$ cat src/rtl/control_loop_math_mc.sv
// Multi-channel PI control-loop arithmetic core.
// One shared radix-2 signed shift-add multiplier is time-multiplexed across
// NCH loops; per-channel e_prev/adj_prev history lives in this block.
//
//   state   | meaning
//   --------+-----------------------------------------------------------
//   S_IDLE  | waiting for arm/clr; clr clears a channel, arm starts a run
//   S_DT    | dt  = SEC_PER_CYCLE * cycles               (W clocks)
//   S_IDT   | idt = cl_I * dt                            (W clocks)
//   S_EPIDT | a   = sat(cl_P + idt) * e_cur              (W clocks)
//   S_EP    | b   = cl_P * e_prev[ch]                    (W clocks)
//   S_SUM   | s   = adj_prev[ch] + a - b, W+2 bits
//   S_CLAMP | adj = s limited to [ADJ_MIN, ADJ_MAX]
//   S_DONE  | first clock commits results; finished held while arm=1
module control_loop_math_mc #(
    parameter int CONSTS_WHOLE    = 21,
    parameter int CONSTS_FRAC     = 43,
    parameter int ADC_WID         = 18,
    parameter int CYCLE_COUNT_WID = 18,
    parameter logic [CONSTS_WHOLE+CONSTS_FRAC-1:0] SEC_PER_CYCLE = 'b10101011110011000,
    parameter int NCH             = 4,
    parameter logic signed [CONSTS_WHOLE+CONSTS_FRAC-1:0] ADJ_MAX =
        {1'b0, {(CONSTS_WHOLE+CONSTS_FRAC-1){1'b1}}},
    parameter logic signed [CONSTS_WHOLE+CONSTS_FRAC-1:0] ADJ_MIN =
        {1'b1, {(CONSTS_WHOLE+CONSTS_FRAC-2){1'b0}}, 1'b1},
    localparam int W   = CONSTS_WHOLE + CONSTS_FRAC,
    localparam int EW  = ADC_WID + 1,
    localparam int CHW = (NCH > 1) ? $clog2(NCH) : 1
) (
    input  logic                       clk,
    input  logic                       rst_L,
    input  logic                       arm,
    input  logic [CHW-1:0]             ch,
    input  logic                       clr,
    input  logic signed [ADC_WID-1:0]  setpt,
    input  logic signed [ADC_WID-1:0]  measured,
    input  logic signed [W-1:0]        cl_P,
    input  logic signed [W-1:0]        cl_I,
    input  logic [CYCLE_COUNT_WID-1:0] cycles,
    output logic                       finished,
    output logic                       err,
    output logic                       clamped,
    output logic signed [EW-1:0]       e_cur,
    output logic signed [W-1:0]        adj_val
);

    localparam int NSLOT = 2 ** CHW;
    localparam int CW    = $clog2(W);

    localparam logic signed [2*W-1:0] PMAX = {{(W+1){1'b0}}, {(W-1){1'b1}}};
    localparam logic signed [2*W-1:0] PMIN = {{(W+1){1'b1}}, {(W-1){1'b0}}};
    localparam logic signed [W+1:0]   LIM_HI = {{2{ADJ_MAX[W-1]}}, ADJ_MAX};
    localparam logic signed [W+1:0]   LIM_LO = {{2{ADJ_MIN[W-1]}}, ADJ_MIN};

    typedef enum logic [2:0] {
        S_IDLE, S_DT, S_IDT, S_EPIDT, S_EP, S_SUM, S_CLAMP, S_DONE
    } state_t;

    state_t state, state_nxt;

    logic [CHW-1:0]          ch_r;
    logic signed [W-1:0]     p_r, i_r;
    logic signed [2*W-1:0]   mcand, acc, addend, acc_nxt;
    logic [W-1:0]            mplier;
    logic [CW-1:0]           cnt;
    logic signed [W-1:0]     a_r, b_r, adj_r, p_sat, adj_c;
    logic signed [W+1:0]     s_r, s_nxt;
    logic                    clamp_r, hit, run_bad, clr_err, err_r;
    logic                    ch_ok, mul_last;
    logic signed [EW-1:0]    e_prev   [NSLOT];
    logic signed [W-1:0]     adj_prev [NSLOT];

    // Drop a full-width product back to Q format and saturate to W bits.
    function automatic logic signed [W-1:0] sat_prod(input logic signed [2*W-1:0] p);
        logic signed [2*W-1:0] sh;
        sh = p >>> CONSTS_FRAC;
        if (sh > PMAX)      sat_prod = PMAX[W-1:0];
        else if (sh < PMIN) sat_prod = PMIN[W-1:0];
        else                sat_prod = sh[W-1:0];
    endfunction

    function automatic logic signed [W-1:0] sat_add(input logic signed [W-1:0] x,
                                                    input logic signed [W-1:0] y);
        logic [W:0] sum;
        sum = {x[W-1], x} + {y[W-1], y};
        if (sum[W] != sum[W-1]) sat_add = sum[W] ? PMIN[W-1:0] : PMAX[W-1:0];
        else                    sat_add = sum[W-1:0];
    endfunction

    function automatic logic signed [2*W-1:0] ext2(input logic signed [W-1:0] x);
        ext2 = {{W{x[W-1]}}, x};
    endfunction

    // The error is a whole number; it enters the multiplier as a Q value so
    // the common >>FRAC truncation leaves the product in Q format.
    function automatic logic signed [W-1:0] to_q(input logic signed [EW-1:0] e);
        to_q = {{(W-EW-CONSTS_FRAC){e[EW-1]}}, e, {CONSTS_FRAC{1'b0}}};
    endfunction

    assign ch_ok    = (int'(ch) < NCH);
    assign mul_last = (cnt == '0);
    assign err      = err_r | clr_err;

    // One multiplier step; the last step weighs the multiplier sign bit negatively.
    always_comb begin
        addend  = mplier[0] ? mcand : '0;
        acc_nxt = mul_last ? (acc - addend) : (acc + addend);
        p_sat   = sat_prod(acc_nxt);
        s_nxt   = {{2{adj_prev[ch_r][W-1]}}, adj_prev[ch_r]}
                + {{2{a_r[W-1]}}, a_r}
                - {{2{b_r[W-1]}}, b_r};
    end

    // Output limiter; the only place adj is saturated.
    always_comb begin
        adj_c = s_r[W-1:0];
        hit   = 1'b0;
        if (s_r > LIM_HI) begin
            adj_c = ADJ_MAX;
            hit   = 1'b1;
        end else if (s_r < LIM_LO) begin
            adj_c = ADJ_MIN;
            hit   = 1'b1;
        end
    end

    // State register.
    always_ff @(posedge clk or negedge rst_L) begin
        if (!rst_L) state <= S_IDLE;
        else        state <= state_nxt;
    end

    // Next-state logic.
    always_comb begin
        state_nxt = state;
        case (state)
            S_IDLE:  if (!clr && arm) state_nxt = ch_ok ? S_DT : S_DONE;
            S_DT:    if (mul_last) state_nxt = S_IDT;
            S_IDT:   if (mul_last) state_nxt = S_EPIDT;
            S_EPIDT: if (mul_last) state_nxt = S_EP;
            S_EP:    if (mul_last) state_nxt = S_SUM;
            S_SUM:   state_nxt = S_CLAMP;
            S_CLAMP: state_nxt = S_DONE;
            S_DONE:  if (finished && !arm) state_nxt = S_IDLE;
            default: state_nxt = S_IDLE;
        endcase
    end

    // Datapath, channel history and registered outputs.
    always_ff @(posedge clk or negedge rst_L) begin
        if (!rst_L) begin
            ch_r     <= '0;
            p_r      <= '0;
            i_r      <= '0;
            mcand    <= '0;
            mplier   <= '0;
            acc      <= '0;
            cnt      <= '0;
            a_r      <= '0;
            b_r      <= '0;
            s_r      <= '0;
            adj_r    <= '0;
            clamp_r  <= 1'b0;
            run_bad  <= 1'b0;
            clr_err  <= 1'b0;
            err_r    <= 1'b0;
            finished <= 1'b0;
            clamped  <= 1'b0;
            e_cur    <= '0;
            adj_val  <= '0;
            for (int i = 0; i < NSLOT; i++) begin
                e_prev[i]   <= '0;
                adj_prev[i] <= '0;
            end
        end else begin
            clr_err <= 1'b0;
            case (state)
                S_IDLE: begin
                    if (clr) begin
                        if (ch_ok) begin
                            e_prev[ch]   <= '0;
                            adj_prev[ch] <= '0;
                        end else begin
                            clr_err <= 1'b1;
                        end
                    end else if (arm) begin
                        ch_r <= ch;
                        if (ch_ok) begin
                            run_bad <= 1'b0;
                            err_r   <= 1'b0;
                            p_r     <= cl_P;
                            i_r     <= cl_I;
                            e_cur   <= EW'(setpt) - EW'(measured);
                            mcand   <= ext2(SEC_PER_CYCLE);
                            mplier  <= {{(W-CYCLE_COUNT_WID-CONSTS_FRAC){1'b0}},
                                        cycles, {CONSTS_FRAC{1'b0}}};
                            acc     <= '0;
                            cnt     <= CW'(W-1);
                        end else begin
                            run_bad <= 1'b1;
                            err_r   <= 1'b1;
                        end
                    end
                end
                S_DT, S_IDT, S_EPIDT, S_EP: begin
                    acc    <= acc_nxt;
                    mcand  <= mcand <<< 1;
                    mplier <= mplier >> 1;
                    cnt    <= cnt - CW'(1);
                    if (mul_last) begin
                        acc <= '0;
                        cnt <= CW'(W-1);
                        case (state)
                            S_DT: begin
                                mcand  <= ext2(i_r);
                                mplier <= p_sat;
                            end
                            S_IDT: begin
                                mcand  <= ext2(sat_add(p_r, p_sat));
                                mplier <= to_q(e_cur);
                            end
                            S_EPIDT: begin
                                a_r    <= p_sat;
                                mcand  <= ext2(p_r);
                                mplier <= to_q(e_prev[ch_r]);
                            end
                            default: b_r <= p_sat;
                        endcase
                    end
                end
                S_SUM: s_r <= s_nxt;
                S_CLAMP: begin
                    adj_r   <= adj_c;
                    clamp_r <= hit;
                end
                S_DONE: begin
                    // finished low marks the first DONE clock: commit exactly once.
                    if (!finished) begin
                        finished <= 1'b1;
                        if (!run_bad) begin
                            adj_val        <= adj_r;
                            clamped        <= clamp_r;
                            e_prev[ch_r]   <= e_cur;
                            adj_prev[ch_r] <= adj_r;
                        end
                    end else if (!arm) begin
                        finished <= 1'b0;
                    end
                end
                default: ;
            endcase
        end
    end

endmodule

$ cat config.mk
export PLATFORM = sky130hd
export DESIGN_NAME = control_loop_math_mc
export DESIGN_NICKNAME = d
export VERILOG_FILES = /design/src/rtl/control_loop_math_mc.sv
export SDC_FILE = /design/constraint.sdc
export NUM_CORES = 2
export LEC_CHECK = 0
export CAP_MARGIN = 20
export CORE_ASPECT_RATIO = 1.5
export CORE_MARGIN = 10
export CORE_UTILIZATION = 42
export DETAILED_ROUTE_END_ITERATION = 16
export GPL_TIMING_DRIVEN = 0
export PLACE_DENSITY = 0.6
export SYNTH_ARGS = -nofsm -noshare
export SYNTH_HDL_FRONTEND = slang
export SYNTH_SLANG_ARGS = --single-unit
$ cat constraint.sdc
create_clock -name clk -period 12.7 [get_ports clk]
set_input_delay 1.905 -clock clk [delete_from_list [all_inputs] [get_ports clk]]
set_output_delay 1.905 -clock clk [all_outputs]
set_load 0.03 [all_outputs]
# ---- Word level (Yosys, flattened, before mapping)
# Cells that the tools add are included.
dict set report word_totals {
  regBits 1135
  inputBits 188
  out_inout_bits 86
  elab_cells 145
}
dict set report classes {
  addsub 7
  n_lt_le_gt_ge 8
  eq_ne 18
  n_mux 59
  bitwise 9
  n_reduce_logical 19
}
# op count
set ops {}
lappend ops {{$mux W128} 8}
lappend ops {{$mux W64} 13}
lappend ops {{$mux W256} 2}
lappend ops {{$pmux W128 S2} 2}
lappend ops {{$pmux W256 S2} 1}
lappend ops {{$pmux W128 S3} 1}
lappend ops {{$and A256 B256 Y256} 1}
lappend ops {{$bwmux W256} 1}
lappend ops {{$demux W64 S2} 2}
lappend ops {{$not A256 Y256} 1}
lappend ops {{$pmux W64 S3} 1}
lappend ops {{$mux W76} 2}
lappend ops {{$pmux W76 S2} 1}
lappend ops {{$add A64 B64 Y65} 2}
lappend ops {{$add A128 B128 Y128} 1}
lappend ops {{$bmux W64 S2} 1}
lappend ops {{$pmux W64 S2} 1}
lappend ops {{$sub A128 B128 Y128} 1}
lappend ops {{$gt A85 B64 Y1 const B} 1}
lappend ops {{$lt A85 B64 Y1 const B} 1}
lappend ops {{$and A76 B76 Y76} 1}
lappend ops {{$bwmux W76} 1}
lappend ops {{$demux W19 S2} 2}
lappend ops {{$mux W19} 4}
lappend ops {{other kinds (31)} 68}

# ---- Depth between registers and ports, before layout
dict set report logic_depth {
  word_depth 12
  ltp_mapped 61
  mapped_depth_nobuf 48
}

# ---- Worst setup path before layout
# OpenSTA, ideal clock, no wires.
dict set report synth_timing {
  path_kind {register -> register}
  start {reg mplier[0]}
  end {reg mcand[48]}
  setup_time_ns 0.087
  t_arrival_ns 12.128
  t_required_ns 12.613
  path_slack_ns 0.485
  stages_incl_launch_ff 59
  path_buffers 11
  synth_period_minus_slack_ns 12.215
  path_cell_list {dfrtp_1 -> clkbuf_1 -> clkbuf_1 -> clkbuf_1 -> clkbuf_1 -> buf_1 -> buf_1 -> and2_1 -> inv_1 -> ha_1 -> nand2_1 -> a21oi_1 -> nand3_1 -> a211oi_1 -> a21boi_0 -> nand3_1 -> a21oi_1 -> a21oi_1 -> [23 not listed] -> o31ai_1 -> nor3b_1 -> o211ai_1 -> and3_1 -> o21ai_0 -> a21oi_1 -> a21o_1 -> a21o_1 -> xor2_1 -> ha_1 -> clkbuf_1 -> a21boi_0 -> o21ai_0 -> nor2_1 -> clkbuf_1 -> clkbuf_1 -> o21ai_0 -> o211ai_1}
}
dict set report synth_between {
  elab_chain_len 12
  word_cells_on_any_way 15
  cone_classes {3 x add/sub; 2 x order compare; 1 x eq/ne; 9 x mux}
}
# item line
set synth_lines {}
lappend synth_lines {{from (decl)} 64} ;# logic [W-1:0] mplier;
lappend synth_lines {{from (signal assigned)} 195} ;# mplier <= {{(W-CYCLE_COUNT_WID-CONSTS_FRAC){1'b0}},
lappend synth_lines {{from (signal assigned)} 208} ;# mplier <= mplier >> 1;
lappend synth_lines {{from (signal assigned)} 216} ;# mplier <= p_sat;
lappend synth_lines {{$mux W128 (*)} 106} ;# addend = mplier[0] ? mcand : '0;
lappend synth_lines {{$add A128 B128 Y128 / $sub A128 B128 Y128 (equally long branches)} 107} ;# acc_nxt = mul_last ? (acc - addend) : (acc + addend);
lappend synth_lines {{$mux W128 (*)} 107}
lappend synth_lines {{$lt A85 B64 Y1} 78} ;# else if (sh < PMIN) sat_prod = PMIN[W-1:0];
lappend synth_lines {{$mux W64} 78}
lappend synth_lines {{$mux W64 (*)} 77} ;# if (sh > PMAX) sat_prod = PMAX[W-1:0];
lappend synth_lines {{net p_sat[1]} 66} ;# logic signed [W-1:0] a_r, b_r, adj_r, p_sat, adj_c;
lappend synth_lines {{$add A64 B64 Y65 (*)} 85} ;# sum = {x[W-1], x} + {y[W-1], y};
lappend synth_lines {{$mux W64 / $ne A1 B1 Y1 (equally long branches)} 86} ;# if (sum[W] != sum[W-1]) sat_add = sum[W] ? PMIN[W-1:0] : PMAX[W-1:0];
lappend synth_lines {{$mux W64 (*)} 86}
lappend synth_lines {{$pmux W128 S3 (*)} 213} ;# case (state)
lappend synth_lines {{$mux W128 (*)} 210} ;# if (mul_last) begin
lappend synth_lines {{$pmux W128 S2 (*)} 177} ;# case (state)
lappend synth_lines {{to (signal assigned)} 207} ;# mcand <= mcand <<< 1;
lappend synth_lines {{to (signal assigned)} 215} ;# mcand <= ext2(i_r);
lappend synth_lines {{to (signal assigned)} 219} ;# mcand <= ext2(sat_add(p_r, p_sat));
lappend synth_lines {{to (decl)} 63} ;# logic signed [2*W-1:0] mcand, acc, addend, acc_nxt;
# The timed path passes the listed nets; every way through them passes the cells marked *.
# A chain may end at the register's enable or synchronous reset.

# ---- Worst setup path after layout
dict set report layout_timing {
  start {reg mcand[32]}
  end {reg mcand[9]}
}
dict set report layout_between {
  elab_chain_len 12
  word_cells_on_any_way 15
  cone_classes {3 x add/sub; 2 x order compare; 1 x eq/ne; 9 x mux}
}
# item line
set layout_lines {}
lappend layout_lines {{from (signal assigned)} 194} ;# mcand <= ext2(SEC_PER_CYCLE);
lappend layout_lines {{from (signal assigned)} 207}
lappend layout_lines {{from (signal assigned)} 215}
lappend layout_lines {{$mux W128 (*)} 106}
lappend layout_lines {{$add A128 B128 Y128 / $sub A128 B128 Y128 (equally long branches)} 107}
lappend layout_lines {{$mux W128 (*)} 107}
lappend layout_lines {{$lt A85 B64 Y1} 78}
lappend layout_lines {{$mux W64} 78}
lappend layout_lines {{$mux W64 (*)} 77}
lappend layout_lines {{net p_sat[1]} 66}
lappend layout_lines {{$add A64 B64 Y65 (*)} 85}
lappend layout_lines {{$mux W64 / $ne A1 B1 Y1 (equally long branches)} 86}
lappend layout_lines {{$mux W64 (*)} 86}
lappend layout_lines {{$pmux W128 S3 (*)} 213}
lappend layout_lines {{$mux W128 (*)} 210}
lappend layout_lines {{$pmux W128 S2 (*)} 177}
# Marked as above.

==> impl_metrics.csv <==
group,metric,value,unit
run_status,outcome,"complete, no violations",
sta,skew,0.09020,ns
job,drv_cap,0,
die,die_x,353.2,µm
detailed_routing,drt-pass1-iter-count,9,
setup_path,slowest_stage,"or4_4",
die,core_area,0.1658,mm²
setup_path,crit_arrival,13.31,ns
placed_design,portBuffers,272,
setup_path,required,13.37,ns
global_routing,track_usage,0.3378,
synth,synth_enable_flop_cells,0,
synth,ys_async_sr_fraction,1.000,
worst_hold_path,whs_path_depth,2,
finish,layout-drive-gt1-share,0.1079,
sta,drv_slew,0,
synth,ys_ff_latch,1135,
die,die_h,519.8,µm
worst_hold_path,worstHoldEndpoint,"adj_val[25]",
setup_path,regToRegSetupSlack,0.05,ns
sta,setup_tns,0,ns
worst_hold_path,hold_start,"adj_val[25]",
clock_network,cts-root-buf,"clkbuf_16",
sta,fin_crit_sh,0.9958,
setup_path,worst-setup-path-type,"reg -> reg",
setup_path,slowest_delay,0.55,ns
clock_network,htreeDepth,3,
synth,synthDistinctLibCells,94,
setup_path,worstRegToRegCells,49,
placed_design,post_dp_cell_area,0.07662,mm²
setup_path,startpoint_type,"register",
synth,yosys-top-cells-area,"dfrtp_1 (41%), nand2_1 (7.3%), a22o_1 (5.1%), ha_1 (5.0%), o21ai_0 (5.0%)",
setup_path,crit_fanout,10,
finish,post-route-util,0.5042,
synth,yosysTopAreaCell,"dfrtp_1",
synth,synthFlopType,"dfrtp_1",
detailed_routing,drt_iter0_drc,6459,
synth,yosysSeqAreaShare,0.4060,
placed_design,post-dp-hpwl,255.3,mm
clock_network,cts_tree,"yes",
placed_design,gp_congestion,1.040,
synth,synth_top_area_share,0.4060,
die,start_util,0.4220,
global_routing,antenna_found_initial,11,
synth,synth.avg_cell_area,8.937,µm²
clock_network,numClockSinks,1135,
global_routing,grt_overflow,0,
setup_path,worstSetupEndpointType,"register",
detailed_routing,wl_per_cell,29.86,µm
detailed_routing,via_count,65753,
sta,rsz0062_at_grt,"yes",
detailed_routing,drc,0,
detailed_routing,finalWirelength,319.0,mm
sta,min_period,12.65,ns
detailed_routing,ant_nets,0,
clock_network,cts_max_path_buffers,3,
die,rows,183,
global_routing,grt_first_pass_wirelength,458.3,mm
synth,synth_cells,7827,
sta,setup_viol,0,
clock_network,cts.clk_slew.worst_paths,0.07,ns
setup_path,rr_startpoint,"mcand[32]",
worst_hold_path,hold_path_class,"reg -> reg",
sta,hold_viol_final,0,
sta,worst_slew_pin_slew,1.283,ns
die,dieArea,0.1836,mm²
clock_network,cts_buffers,115,
finish,final_area,0.08358,mm²
finish,syn_to_final_growth,19.49,%
die,io_pins,274,
synth,synthesis.nets,8361,
detailed_routing,vias_per_cell,6.155,
synth,syn_area,0.06995,mm²
setup_path,worst_path_most_repeated_cell,"a21o_1",
synth,yosysWarnings,0,
global_routing,grt_max_degree,176,
global_routing,grt_pass1_vias,65851,
sta,slew_headroom,0.1412,
setup_path,r2r-end,"mcand[9]",
clock_network,insertion_delay,0.85,ns
finish,finalNetCount,8885,
sta,fmax,0.07907,GHz
==> sequential cells by signal, indices dropped and copies added, names as in the netlist <==
| name | count |
|---|---|
| a_r | 64 |
| acc | 128 |
| adj_prev | 256 |
| adj_r | 64 |
| adj_val | 64 |
| b_r | 64 |
| ch_r | 2 |
| clamp_r | 1 |
| clamped | 1 |
| cnt | 6 |
| e_cur | 19 |
| e_prev | 76 |
| finished | 1 |
| i_r | 64 |
| mcand | 128 |
| mplier | 64 |
| p_r | 64 |
| s_r | 66 |
| state | 3 |
==> worst max-delay path, delay by kind of cell (launching register included) <==
kind | cells | cell delay [ns]
AOI/OAI and AO/OA | 21 | 4.75
xor gates and xnor gates | 3 | 0.70
adders and majority gates | 3 | 0.96
buffers and inverters | 7 | 1.44
DFF | 1 | 0.54
and+or+nand+nor | 15 | 4.02
==> layer usage <==
layer | GRT usage | vias to the layer above | routed length (µm)
met5 | 0 | - | 23
met4 | 0.2993 | 2 | 34070
met3 | 0.06172 | 897 | 21420
met2 | 0.5694 | 2874 | 153000
met1 | 0.3610 | 32615 | 110500
li1 | - | 29365 | -
==> cell usage after synthesis, types with 14 or more instances <==
cell      count
o41ai_1      18
nor2b_1      23
or3_1        43
buf_1        43
o21a_1       45
a221o_1     120
a211oi_1     32
buf_2        26
mux2_2       14
o31ai_1     107
a22oi_1      77
dfrtp_1    1135
xnor2_1     153
a21o_1      151
and2_1       28
nand4_1     108
or4_1        20
o211ai_1     82
nand2b_1     46
xor2_1      162
nor3_1       92
inv_1       389
a221oi_1     50
a222oi_1     19
o221ai_1     22
ha_1        279
nand3_1      99
nand2_1    1356
and3_1       30
or2_2        18
a21boi_0     20
a22o_1      405
a21oi_1     577
clkbuf_1    428
fa_1         67
o21bai_1     48
mux4_2       83
nor4_1       59
o21ai_0     694
nor2_1      382
a31oi_1      46
nor3b_1      21
==> logic make-up (layout without fill, tap and decap cells) <==
logic type / count (synthesis) / count (layout) / share of synthesized area
flip-flops: 1135 / 1135 / 0.4060
other: 1 / 12 / 0.00005361
AND/OR/NAND/NOR: 2379 / 2379 / 0.1508
AO/OA/AOI/OAI: 2636 / 2636 / 0.2532
adder cells (fa/ha/maj): 346 / 346 / 0.06908
buffers and inverters: 909 / 1534 / 0.05112
multiplexers: 105 / 105 / 0.03012
XOR/XNOR: 316 / 316 / 0.03967
==> per-stage QoR <==
step | hold WS (ns) | worst slack (ns) | std cells
6_report | 0.4699 | 0.05340 | 10683
5_1_grt | 0.4968 | -0.1596 | 10673
4_1_cts | 0.4781 | 0.004162 | 10649
3_5_place_dp | 0.4623 | -8.402 | 10386
3_3_place_gp | 0.4584 | -42.62 | 10319
2_1_floorplan | 0.4386 | 0.4852 | 7827
==> how the worst max path moves through the flow <==
stage / start / end / cells past startpoint
floorplan: mplier[0] / mcand[48] / 58
global placement: rst_L / p_r[24] / 1
detailed placement: mplier[0] / mcand[59] / 53
CTS: mplier[0] / mcand[26] / 55
global route: mcand[30] / mcand[54] / 51
finish: mcand[32] / mcand[9] / 49
==> layout by cell type (no fill, tap or decap), drive strengths merged, types with 154 or more instances in the layout <==
cell type	n
dfrtp	1135
buf	266
nand2	1356
xnor2	154
clkdlybuf4s50	271
ha	279
clkbuf	537
a22o	405
nor2	382
a21oi	580
inv	394
xor2	162
o21ai	706
==> final cells by class <==
type | count | area (µm²)
Fill cell | 15917 | 82190
Multi-Input combinational cell | 5783 | 39950
Sequential cell | 1135 | 28410
Timing Repair Buffer | 447 | 4543
Clock buffer | 148 | 3202
Tap cell | 2220 | 2778
Buffer | 479 | 2131
Inverter | 390 | 1468
Clock inverter | 70 | 1081
Antenna cell | 11 | 27.53
==> repair_timing <==
action,in CTS,in global routing
endpoints found under the setup margin,317,128
pin swaps,61,57
hold buffers,0,0
resized for setup,295,176
buffers inserted,64,33
Power is left out: the tool's default activity adds up to more than one toggle a clock period on the data nets, which glitch-free logic cannot reach.
